File: config.mk
export PLATFORM = sky130hd
export DESIGN_NAME = s6_icap_reboot_master
export DESIGN_NICKNAME = d
export VERILOG_FILES = /design/src/rtl/s6_icap_reboot_master.sv
export SDC_FILE = /design/constraint.sdc
export NUM_CORES = 1
export LEC_CHECK = 0
export CAP_MARGIN = 20
export CORE_UTILIZATION = 30
export CTS_CLUSTER_SIZE = 24
export DETAILED_ROUTE_END_ITERATION = 10
export GPL_ROUTABILITY_DRIVEN = 0
export PLACE_DENSITY = 0.6
export SLEW_MARGIN = 20
export SYNTH_ARGS = -nofsm -noshare
export SYNTH_HDL_FRONTEND = slang
export SYNTH_SLANG_ARGS = --single-unit
File: constraint.sdc
create_clock -name clk -period 2.88 [get_ports clk]
set_input_delay 0.576 -clock clk [delete_from_list [all_inputs] [get_ports clk]]
set_output_delay 0.576 -clock clk [all_outputs]
set_load 0.02 [all_outputs]
File: src/rtl/s6_icap_reboot_master.sv
//------------------------------------------------------------------------------
// Module   : s6_icap_reboot_master
// Purpose  : Wishbone master that writes the fixed 14-word Spartan-6 IPROG
//            sequence into the ICAP Wishbone slave, triggering a multiboot
//            reconfiguration to a host-selected flash address.
// Ports    :
//   clk, reset        - system clock, synchronous active-high reset
//   go                - single-cycle start pulse (ignored unless idle)
//   boot_addr         - flash byte address of the target image
//   fallback_addr     - flash byte address of the golden image
//   cyc_o/stb_o/we_o  - Wishbone control (all three move together)
//   dat_o             - write data, ICAP word in [15:0], upper half zero
//   ack_i             - Wishbone ack, may stay high for several cycles
//   busy/done/timeout - status: in progress / end pulse / sticky abort flag
//   word_idx          - index of the current or last word
// Revision : 1.0 - initial release
//------------------------------------------------------------------------------
`default_nettype none

module s6_icap_reboot_master #(
  parameter logic [7:0]  SPI_OPCODE     = 8'h0B,
  parameter int unsigned GAP_CYCLES     = 16,
  parameter int unsigned TIMEOUT_CYCLES = 1023
) (
  input  logic        clk,
  input  logic        reset,
  input  logic        go,
  input  logic [23:0] boot_addr,
  input  logic [23:0] fallback_addr,
  output logic        cyc_o,
  output logic        stb_o,
  output logic        we_o,
  output logic [31:0] dat_o,
  input  logic        ack_i,
  output logic        busy,
  output logic        done,
  output logic        timeout,
  output logic [3:0]  word_idx
);

  localparam logic [2:0]  c_S_IDLE     = 3'd0;
  localparam logic [2:0]  c_S_REQ      = 3'd1;
  localparam logic [2:0]  c_S_WAIT_ACK = 3'd2;
  localparam logic [2:0]  c_S_ACK_LOW  = 3'd3;
  localparam logic [2:0]  c_S_GAP      = 3'd4;

  localparam logic [3:0]  c_LAST_WORD  = 4'd13;
  localparam logic [15:0] c_TO_LOAD    = 16'(TIMEOUT_CYCLES);
  localparam logic [7:0]  c_GAP_LOAD   = 8'(GAP_CYCLES);

  logic [2:0]  r_state;
  logic [23:0] r_boot;
  logic [23:0] r_fallback;
  logic [15:0] r_to_cnt;
  logic [7:0]  r_gap_cnt;
  logic [3:0]  r_word_idx;
  logic        r_cyc;
  logic        r_stb;
  logic        r_we;
  logic [31:0] r_dat;
  logic        r_busy;
  logic        r_done;
  logic        r_timeout;

  logic [15:0] w_word;

  // IPROG word table; address-dependent entries come from the copies latched
  // at go so the host may change its inputs while the sequence runs.
  always_comb begin
    w_word = 16'h2000;
    case (r_word_idx)
      4'd0:    w_word = 16'hFFFF;
      4'd1:    w_word = 16'hAA99;
      4'd2:    w_word = 16'h5566;
      4'd3:    w_word = 16'h3261;
      4'd4:    w_word = r_boot[15:0];
      4'd5:    w_word = 16'h3281;
      4'd6:    w_word = {SPI_OPCODE, r_boot[23:16]};
      4'd7:    w_word = 16'h32A1;
      4'd8:    w_word = r_fallback[15:0];
      4'd9:    w_word = 16'h32C1;
      4'd10:   w_word = {SPI_OPCODE, r_fallback[23:16]};
      4'd11:   w_word = 16'h30A1;
      4'd12:   w_word = 16'h000E;
      default: w_word = 16'h2000;
    endcase
  end

  always_ff @(posedge clk) begin
    if (reset) begin
      r_state    <= c_S_IDLE;
      r_boot     <= 24'h0;
      r_fallback <= 24'h0;
      r_to_cnt   <= 16'h0;
      r_gap_cnt  <= 8'h0;
      r_word_idx <= 4'h0;
      r_cyc      <= 1'b0;
      r_stb      <= 1'b0;
      r_we       <= 1'b0;
      r_dat      <= 32'h0;
      r_busy     <= 1'b0;
      r_done     <= 1'b0;
      r_timeout  <= 1'b0;
    end else begin
      r_done <= 1'b0;
      case (r_state)
        c_S_IDLE: begin
          // r_done is high only in the cycle right after completion; a go
          // coinciding with it is deliberately dropped.
          if (go && !r_done) begin
            r_boot     <= boot_addr;
            r_fallback <= fallback_addr;
            r_word_idx <= 4'h0;
            r_timeout  <= 1'b0;
            r_busy     <= 1'b1;
            r_state    <= c_S_REQ;
          end
        end

        c_S_REQ: begin
          r_cyc    <= 1'b1;
          r_stb    <= 1'b1;
          r_we     <= 1'b1;
          r_dat    <= {16'h0, w_word};
          r_to_cnt <= c_TO_LOAD;
          r_state  <= c_S_WAIT_ACK;
        end

        c_S_WAIT_ACK: begin
          if (ack_i) begin
            r_cyc   <= 1'b0;
            r_stb   <= 1'b0;
            r_we    <= 1'b0;
            r_state <= c_S_ACK_LOW;
          end else if (r_to_cnt <= 16'd1) begin
            // Counter would reach zero this cycle: abandon the sequence.
            r_cyc     <= 1'b0;
            r_stb     <= 1'b0;
            r_we      <= 1'b0;
            r_timeout <= 1'b1;
            r_busy    <= 1'b0;
            r_state   <= c_S_IDLE;
          end else begin
            r_to_cnt <= r_to_cnt - 16'd1;
          end
        end

        c_S_ACK_LOW: begin
          // The slave may hold ack for several cycles; wait for its release
          // so the next request cannot be acked by the previous ack.
          if (!ack_i) begin
            r_gap_cnt <= c_GAP_LOAD;
            r_state   <= c_S_GAP;
          end
        end

        c_S_GAP: begin
          if (r_gap_cnt > 8'd1) begin
            r_gap_cnt <= r_gap_cnt - 8'd1;
          end else if (r_word_idx == c_LAST_WORD) begin
            r_done  <= 1'b1;
            r_busy  <= 1'b0;
            r_state <= c_S_IDLE;
          end else begin
            r_word_idx <= r_word_idx + 4'd1;
            r_state    <= c_S_REQ;
          end
        end

        default: begin
          r_cyc   <= 1'b0;
          r_stb   <= 1'b0;
          r_we    <= 1'b0;
          r_busy  <= 1'b0;
          r_state <= c_S_IDLE;
        end
      endcase
    end
  end

  assign cyc_o    = r_cyc;
  assign stb_o    = r_stb;
  assign we_o     = r_we;
  assign dat_o    = r_dat;
  assign busy     = r_busy;
  assign done     = r_done;
  assign timeout  = r_timeout;
  assign word_idx = r_word_idx;

endmodule

`default_nettype wire
==> key figures, run 1 <==
Die
  • I/O pin cnt: 94
  • Die width: 127 um
  • DIE AREA: ~16,000 sq um
  • Rows: 45
  • Core Area: 15,300 sq um
  • Die height: approximately 130 um
  • Initial core utilization: just over 30%

Cells and area
  • Finished Layout Cells: 864
  • Fin nets: 708
  • ANT cells: 0
  • Final core occ: 38.8%
  • Area Overhead vs Synth: 26.0%
  • Layout cell share with drive strength beyond 1: 6.13%

Power and ir drop
  • Sequential share of power: 43.8%
  • Switch share: 28.1%
  • Peak VDD IR: 0.298 mV
  • Pwr Density: 615 nW/um^2
  • Leak: 2.11 nW
  • Clock power share: 36.3%
  • Reported net switching power: 1.03 mW
  • Power consumption: ~3.6 mW
  • Logic gate share of total power: 19.9%
  • Int Power: about 2.6 mW

Synth
  • Largest family of logic cells by synthesized area: compound AO/OA/AOI/OAI gates
  • Simple-gate area share of the yosys netlist: 22.2%
  • XOR/XNOR Fraction of Synth Area: 2.79%
  • Sequential element share of the synthesized area: roughly 42%
  • Mux share of post-synthesis cell area: 0.239%
  • Cells after Synth: 590
  • Number of synthesized flops with an enable pin: 0
  • #FFs+latches synth: 99
  • Post-synth top flop: dfxtp_1
  • Mapped cell area: 4700 sq um
  • Synth async-reset ratio: 0%
  • Synth Warn #: 0
  • Adder-cell share of the synthesized area: 2.13%
  • Synth cell types: 58
  • Average cell area after synthesis: 7.97 sq um
  • Synth Area in Compound Gates: around a quarter

STA
  • Worst relative slew slack: between 30% and 40%
  • Final period util: between 80% and 90%
  • Max frequency: approximately 430 MHz
  • Clock skew: 0.00912 ns
  • Max Slew Vio Count: 0
  • Slew of the pin with the lowest slew margin: 0.936 ns
  • Final WS setup: roughly 0.54 ns
  • Final Critical Period: 2.34 ns
  • Final setup viols: 0
  • Unrepaired setup endpoints after global routing: no
  • Hold Vio Cnt, Final: 0
  • Fin Setup TNS: 0 ns

Drt
  • Drt pass-1 iters: 4
  • Routed WL: 12,300 um
  • DRC viols: 0
  • Drt via density: 4.93
  • Vias: 4,261
  • Avg WL per Cell: 14.2 um
  • Drt initial violations: 281
  • Post-route antenna net violation count: 0

Worst hold path
  • Hold crit path type: reg -> reg
  • Hold_sp: dat_o[1]

Clock network
  • Post-CTS Setup Bufs: 0
  • Hold buffer count at CTS: 0
  • CTS Buf Count: 9
  • Clk_lat worst skew: 0.35 ns
  • CTS tree: done
  • Number of H-tree levels: 3
  • Clock sinks: 99
  • Clock Tree Root: clkbuf_16
  • Clock transition at path regs: 0.06 ns
  • # resized after CTS: 0
  • CTS Buffer Depth: 2

Critical path
  • Setup CP Type: reg -> out
  • Crit-path leading delay family: buffers and inverters
  • Worst R2R Start: word_idx[0]
  • Worst Setup SP: word_idx[3]
  • Data required time at the worst endpoint: between 2 and 2.5 ns
  • Crit path launch type: flip-flop
  • Endpoint class of the critical path: output port
  • Slowest-stage cell, CP: clkdlybuf4s50_1
  • CP max stage delay: a little over 0.7 ns
  • Buf+Inv Stages, Crit Path: 1
  • Cell breakdown of the critical path: clkdlybuf4s50_1
  • Crit path DAT: 1.77 ns
  • CP max FO: 16

Global routing
  • GRT Total Usage: 15.7%
  • Initial antenna violation count: 0
  • First-pass GRT wire length: 20,100 um
  • Total gr overflow: 0
  • Largest net degree at the start of global routing: 51
  • Vias in the first global route: 4,067

Run status
  • Status: completed

Job
  • Maxcap violations: 0

Place
  • Placed cells: between 800 and 900
  • DP Worst Slack: 0.439 ns
  • Port Buffer Count: 77
  • Final HPWL DP: 8890 um
-- synthesized netlist by cell type (all sizes together), types with 4 or more instances --
cell type / n / share of area [%]
xnor2: 15 / 2.8
buf: 24 / 3.7
nor3: 22 / 2.3
a2111oi: 4 / 1.2
dfxtp: 99 / 42
ha: 8 / 2.1
a221oi: 6 / 1.1
nand3: 8 / 0.96
a211oi: 16 / 2.7
a22o: 14 / 2.6
o21ai: 23 / 2.4
inv: 11 / 0.88
nand2b: 6 / 0.80
a21oi: 80 / 8.5
or3: 4 / 0.53
clkbuf: 33 / 2.6
nor4: 6 / 1.1
nand2: 125 / 10
nor2b: 7 / 0.93
nor2: 35 / 2.8
-- power groups by stage --
stage / logic (mW) / registers (mW) / clock network [mW]
global placement: 0.714 / 1.62 / 0
CTS: 0.729 / 1.60 / 1.35
finish: 0.724 / 1.60 / 1.32
detailed placement: 0.727 / 1.63 / 0
global route: 0.805 / 1.62 / 1.40
floorplan: 0.436 / 1.65 / 0
-- placed cells by master (no fill, tap or decap), types with 3 or more instances in the layout --
cell             Yosys  final
a2111oi_2            3      3
a211oi_1            15     15
a21oi_1             80     80
a221oi_1             6      6
a22o_1              14     14
a32o_1               3      3
buf_4               18     11
clkbuf_16            0      9
clkdlybuf4s50_1      0     76
conb_1               1     16
dfxtp_1             99     99
ha_1                 8      8
inv_1               11     11
nand2_1            125    125
nand2b_1             6      6
nand3_1              7      7
nor2_1              35     35
nor2b_1              7      7
nor3_1              22     22
nor3b_1              3      3
nor4_1               5      5
o21ai_0             22     22
or3_1                4      4
xnor2_1             15     15
-- layer usage --
| layer | wire length, um | global-route usage [%] | part of all wire (%) |
|---|---|---|---|
| met1 | 5900 | 21.1 | 48 |
| met5 | 0 | 0 | 0 |
| met4 | 142 | 5.25 | 1.2 |
| met2 | 5770 | 25.0 | 47 |
| met3 | 473 | 3.31 | 3.8 |
-- worst register-to-register path: stages, from the launching register on --
cell and delay, ns:
dfxtp_1 0.46, inv_1 0.10, ha_1 0.47, nor2_1 0.40
a311oi_1 0.18, a221oi_1 0.41, o21ai_0 0.13
-- state kept, by name, indices dropped and copies added (netlist names), 3 cells and up --
name,cells
word_idx,4
r_boot,24
r_gap_cnt,8
r_state,3
r_fallback,24
dat_o,16
r_to_cnt,16
-- cells by family (layout without fill, tap and decap cells) --
family / Yosys count / count (layout)
and+or+nand+nor: 228 / 228
AOI/OAI and AO/OA: 170 / 170
DFF: 99 / 99
buffers and inverters: 68 / 116
xor gates and xnor gates: 15 / 15
adders and majority gates: 8 / 8
other: 1 / 16
muxes: 1 / 1
-- final timing paths --
kind                      end  slack (ns)  depth (start not counted)
setup / recovery  word_idx[3]        0.54                          1
hold / removal       dat_o[1]        0.46                          2
setup reg to reg     dat_o[6]        0.60                          6
hold reg to reg      dat_o[1]        0.46                          2
-- through the flow --
step / hold slack, ns / instance area (sq um)
final: 0.457 / 5930
after global routing: 0.476 / 5930
after CTS: 0.458 / 5930
after detailed placement: 0.447 / 5600
after global placement: 0.442 / 5600
after floorplan: 0.431 / 4760
-- layout make-up --
type,count,area [sq um]
Sequential cell,99,1980
Inverter,11,41.3
Clock inverter,4,72.6
Timing Repair Buffer,89,868
Tap cell,211,264
Clock buffer,12,256
Multi-Input combinational cell,438,2440
Fill cell,1593,9330
Note: power is estimated with default switching activity, not from simulation.
==> inputs of run 2 (changes only) <==
Clock period 2.88 ns to 2.2 ns, I/O delays scaled along.
==> run 2 against run 1 <==
Compared with the run above: critical path depth is 6 higher; die area unchanged; first-iteration DRC count fell by 23%; cell area is 2.0% higher; worst hold slack worse by 0.0043 ns; combinational power grew 37%; sequential power rose by 31%; largest power group unchanged; highest routed layer unchanged.
==> key figures, run 2 (synthesis results as in run 1) <==
Die
  • Initial core utilization: 30.8%
  • Die width: 127 um
  • Core Area: about 15,000 sq um
  • I/O pin cnt: 94
  • Die height: 127 um
  • DIE AREA: 16,200 sq um
  • Rows: 45

STA
  • Fin Setup TNS: 0 ns
  • Worst relative slew slack: 55.1%
  • Final Critical Period: 2.11 ns
  • Final period util: 95.8%
  • Final setup viols: 0
  • Max Slew Vio Count: 0
  • Clock skew: 0.00800 ns
  • Unrepaired setup endpoints after global routing: no
  • Slew of the pin with the lowest slew margin: 0.672 ns
  • Max frequency: roughly 470 MHz
  • Hold Vio Cnt, Final: 0

Critical path
  • Worst R2R Start: r_gap_cnt[0]
  • Worst Setup SP: r_gap_cnt[0]
  • CP max FO: 7
  • Setup CP Type: reg -> reg
  • Reg2reg path depth: 7
  • Crit path DAT: roughly 2.3 ns
  • Crit path launch type: flip-flop
  • Flop2flop setup slack: slightly above 0.09 ns
  • CP Capture Point: r_gap_cnt[7]
  • Reg-to-reg critical path endpoint: r_gap_cnt[7]
  • Endpoint class of the critical path: flip-flop
  • Data required time at the worst endpoint: 2.43 ns

Cells and area
  • Area Overhead vs Synth: 28.4%
  • Final core occ: 39.6%
  • Fin nets: 726
  • Largest registers: r_boot (24), r_fallback (24)
  • Finished Layout Cells: 881
  • Filler cell count in the final layout: 1,567
  • Multi-input logic area: approximately 2500 sq um
  • Commonest non-fill, non-tap cell in the layout: nand2_1
  • ANT cells: 0
  • Layout cell share with drive strength beyond 1: 8.81%
  • Most frequent cells in the layout: nand2_1, dfxtp_1, a21oi_1, clkdlybuf4s50_1, nor2_1
  • Register Area: 1980 sq um

Clock network
  • Number of H-tree levels: 3
  • CTS Buffer Depth: 2
  • Hold buffer count at CTS: 0
  • CTS tree: done
  • Post-CTS Setup Bufs: 0
  • Clock Tree Root: clkbuf_16
  • Clock sinks: 99
  • Clk_lat worst skew: about 0.36 ns
  • CTS Buf Count: 9
  • Clock transition at path regs: 0.07 ns

Worst hold path
  • Hold crit path type: reg -> reg

Global routing
  • Largest net degree at the start of global routing: 49
  • Initial antenna violation count: 0
  • Total gr overflow: 0
  • First-pass GRT wire length: 20,000 um
  • Vias in the first global route: 4,078
  • GRT Total Usage: 15.8%

Drt
  • Avg WL per Cell: 14.1 um
  • Routed wl met3: 582 um
  • Drt pass-1 iters: 5
  • Vias: 4,341
  • Drt via density: 4.93
  • Drt initial violations: 215
  • DR top layer: met4
  • Met2 routed WL: roughly 5800 um
  • Routed WL: 12,400 um
  • DRC viols: 0
  • Wire length on met1: around 6000 um
  • Post-route antenna net violation count: 0

Job
  • Maxcap violations: 0

Place
  • Final HPWL DP: 9200 um
  • Port Buffer Count: 77
  • Placed cells: 866

Power and ir drop
  • Logic gate share of total power: 21.7%
  • Leak: between 2 and 2.5 nW
  • Pwr Density: roughly 750 nW/um^2
  • Peak VDD IR: 0.403 mV
  • Int Power: 3.20 mW
  • Clock power share: between 30% and 40%
  • Reported net switching power: around 1.4 mW
  • Switch share: 29.8%
  • Sequential share of power: 46.0%

Run status
  • Status: completed
## run 2: changes by cell type in the layout (fill, tap and decap cells not counted), sizes merged
cell	delta
clkbuf	-1
bufinv	-2
clkinvlp	+2
buf	+18
## run 2: layout make-up
cell class                 count  area share, %
multi-input combinational    438           40.8
sequential                    99           32.8
timing repair buffer         107           16.8
tap                          211           4.37
clock buffer                  11           4.02
inverter                      11          0.683
clock inverter                 4          0.456
## run 2: power by group through the flow
stage | clock network [mW] | registers [mW] | logic (mW)
after global placement | 0 | 2.13 | 0.977
after detailed placement | 0 | 2.13 | 0.990
final | 1.47 | 2.10 | 0.989
after floorplan | 0 | 2.17 | 0.571
after CTS | 1.51 | 2.09 | 0.992
after global routing | 1.60 | 2.12 | 1.09
## run 2: worst max-delay path: stages (launching register included)
cell and delay (ns):
dfxtp_1 0.38, inv_1 0.08, ha_1 0.23, o21ba_2 0.23
a311o_2 0.42, a2111oi_2 0.42, xnor2_1 0.17, nor2_1 0.05
## run 2: per-stage QoR
step / cell area, sq um / hold slack, ns / power [mW] / setup slack [ns]
final: 6040 / 0.452 / 4.56 / 0.0917
after floorplan: 4760 / 0.431 / 2.74 / 0.138
after detailed placement: 5740 / 0.444 / 3.12 / -0.0470
after CTS: 6020 / 0.453 / 4.60 / 0.0170
after global placement: 5740 / 0.443 / 3.10 / -0.0282
after global routing: 6040 / 0.477 / 4.80 / 0.0399
## run 2: what timing repair did
action | in CTS | in global routing
endpoints found under the hold margin | 0 | 0
endpoints found under the setup margin | 1 | 3
pin swaps | 0 | 1
gates resized for setup | 1 | 3
## run 2: routing by layer
layer | track usage (%) | up-vias
met5 | 0 | -
met4 | 5.81 | 0
met3 | 2.97 | 12
met2 | 25.5 | 122
met1 | 21.0 | 2037
li1 | - | 2170
## run 2: worst min-delay path by stage
stage / start / to / slack (ns) / cells past startpoint
6_report: dat_o[2] / dat_o[2] / 0.45 / 2
5_1_grt: r_boot[2] / r_boot[2] / 0.48 / 2
4_1_cts: r_boot[1] / r_boot[1] / 0.45 / 2
3_5_place_dp: r_boot[1] / r_boot[1] / 0.44 / 2
3_3_place_gp: r_boot[1] / r_boot[1] / 0.44 / 2
2_1_floorplan: r_boot[8] / r_boot[8] / 0.43 / 2
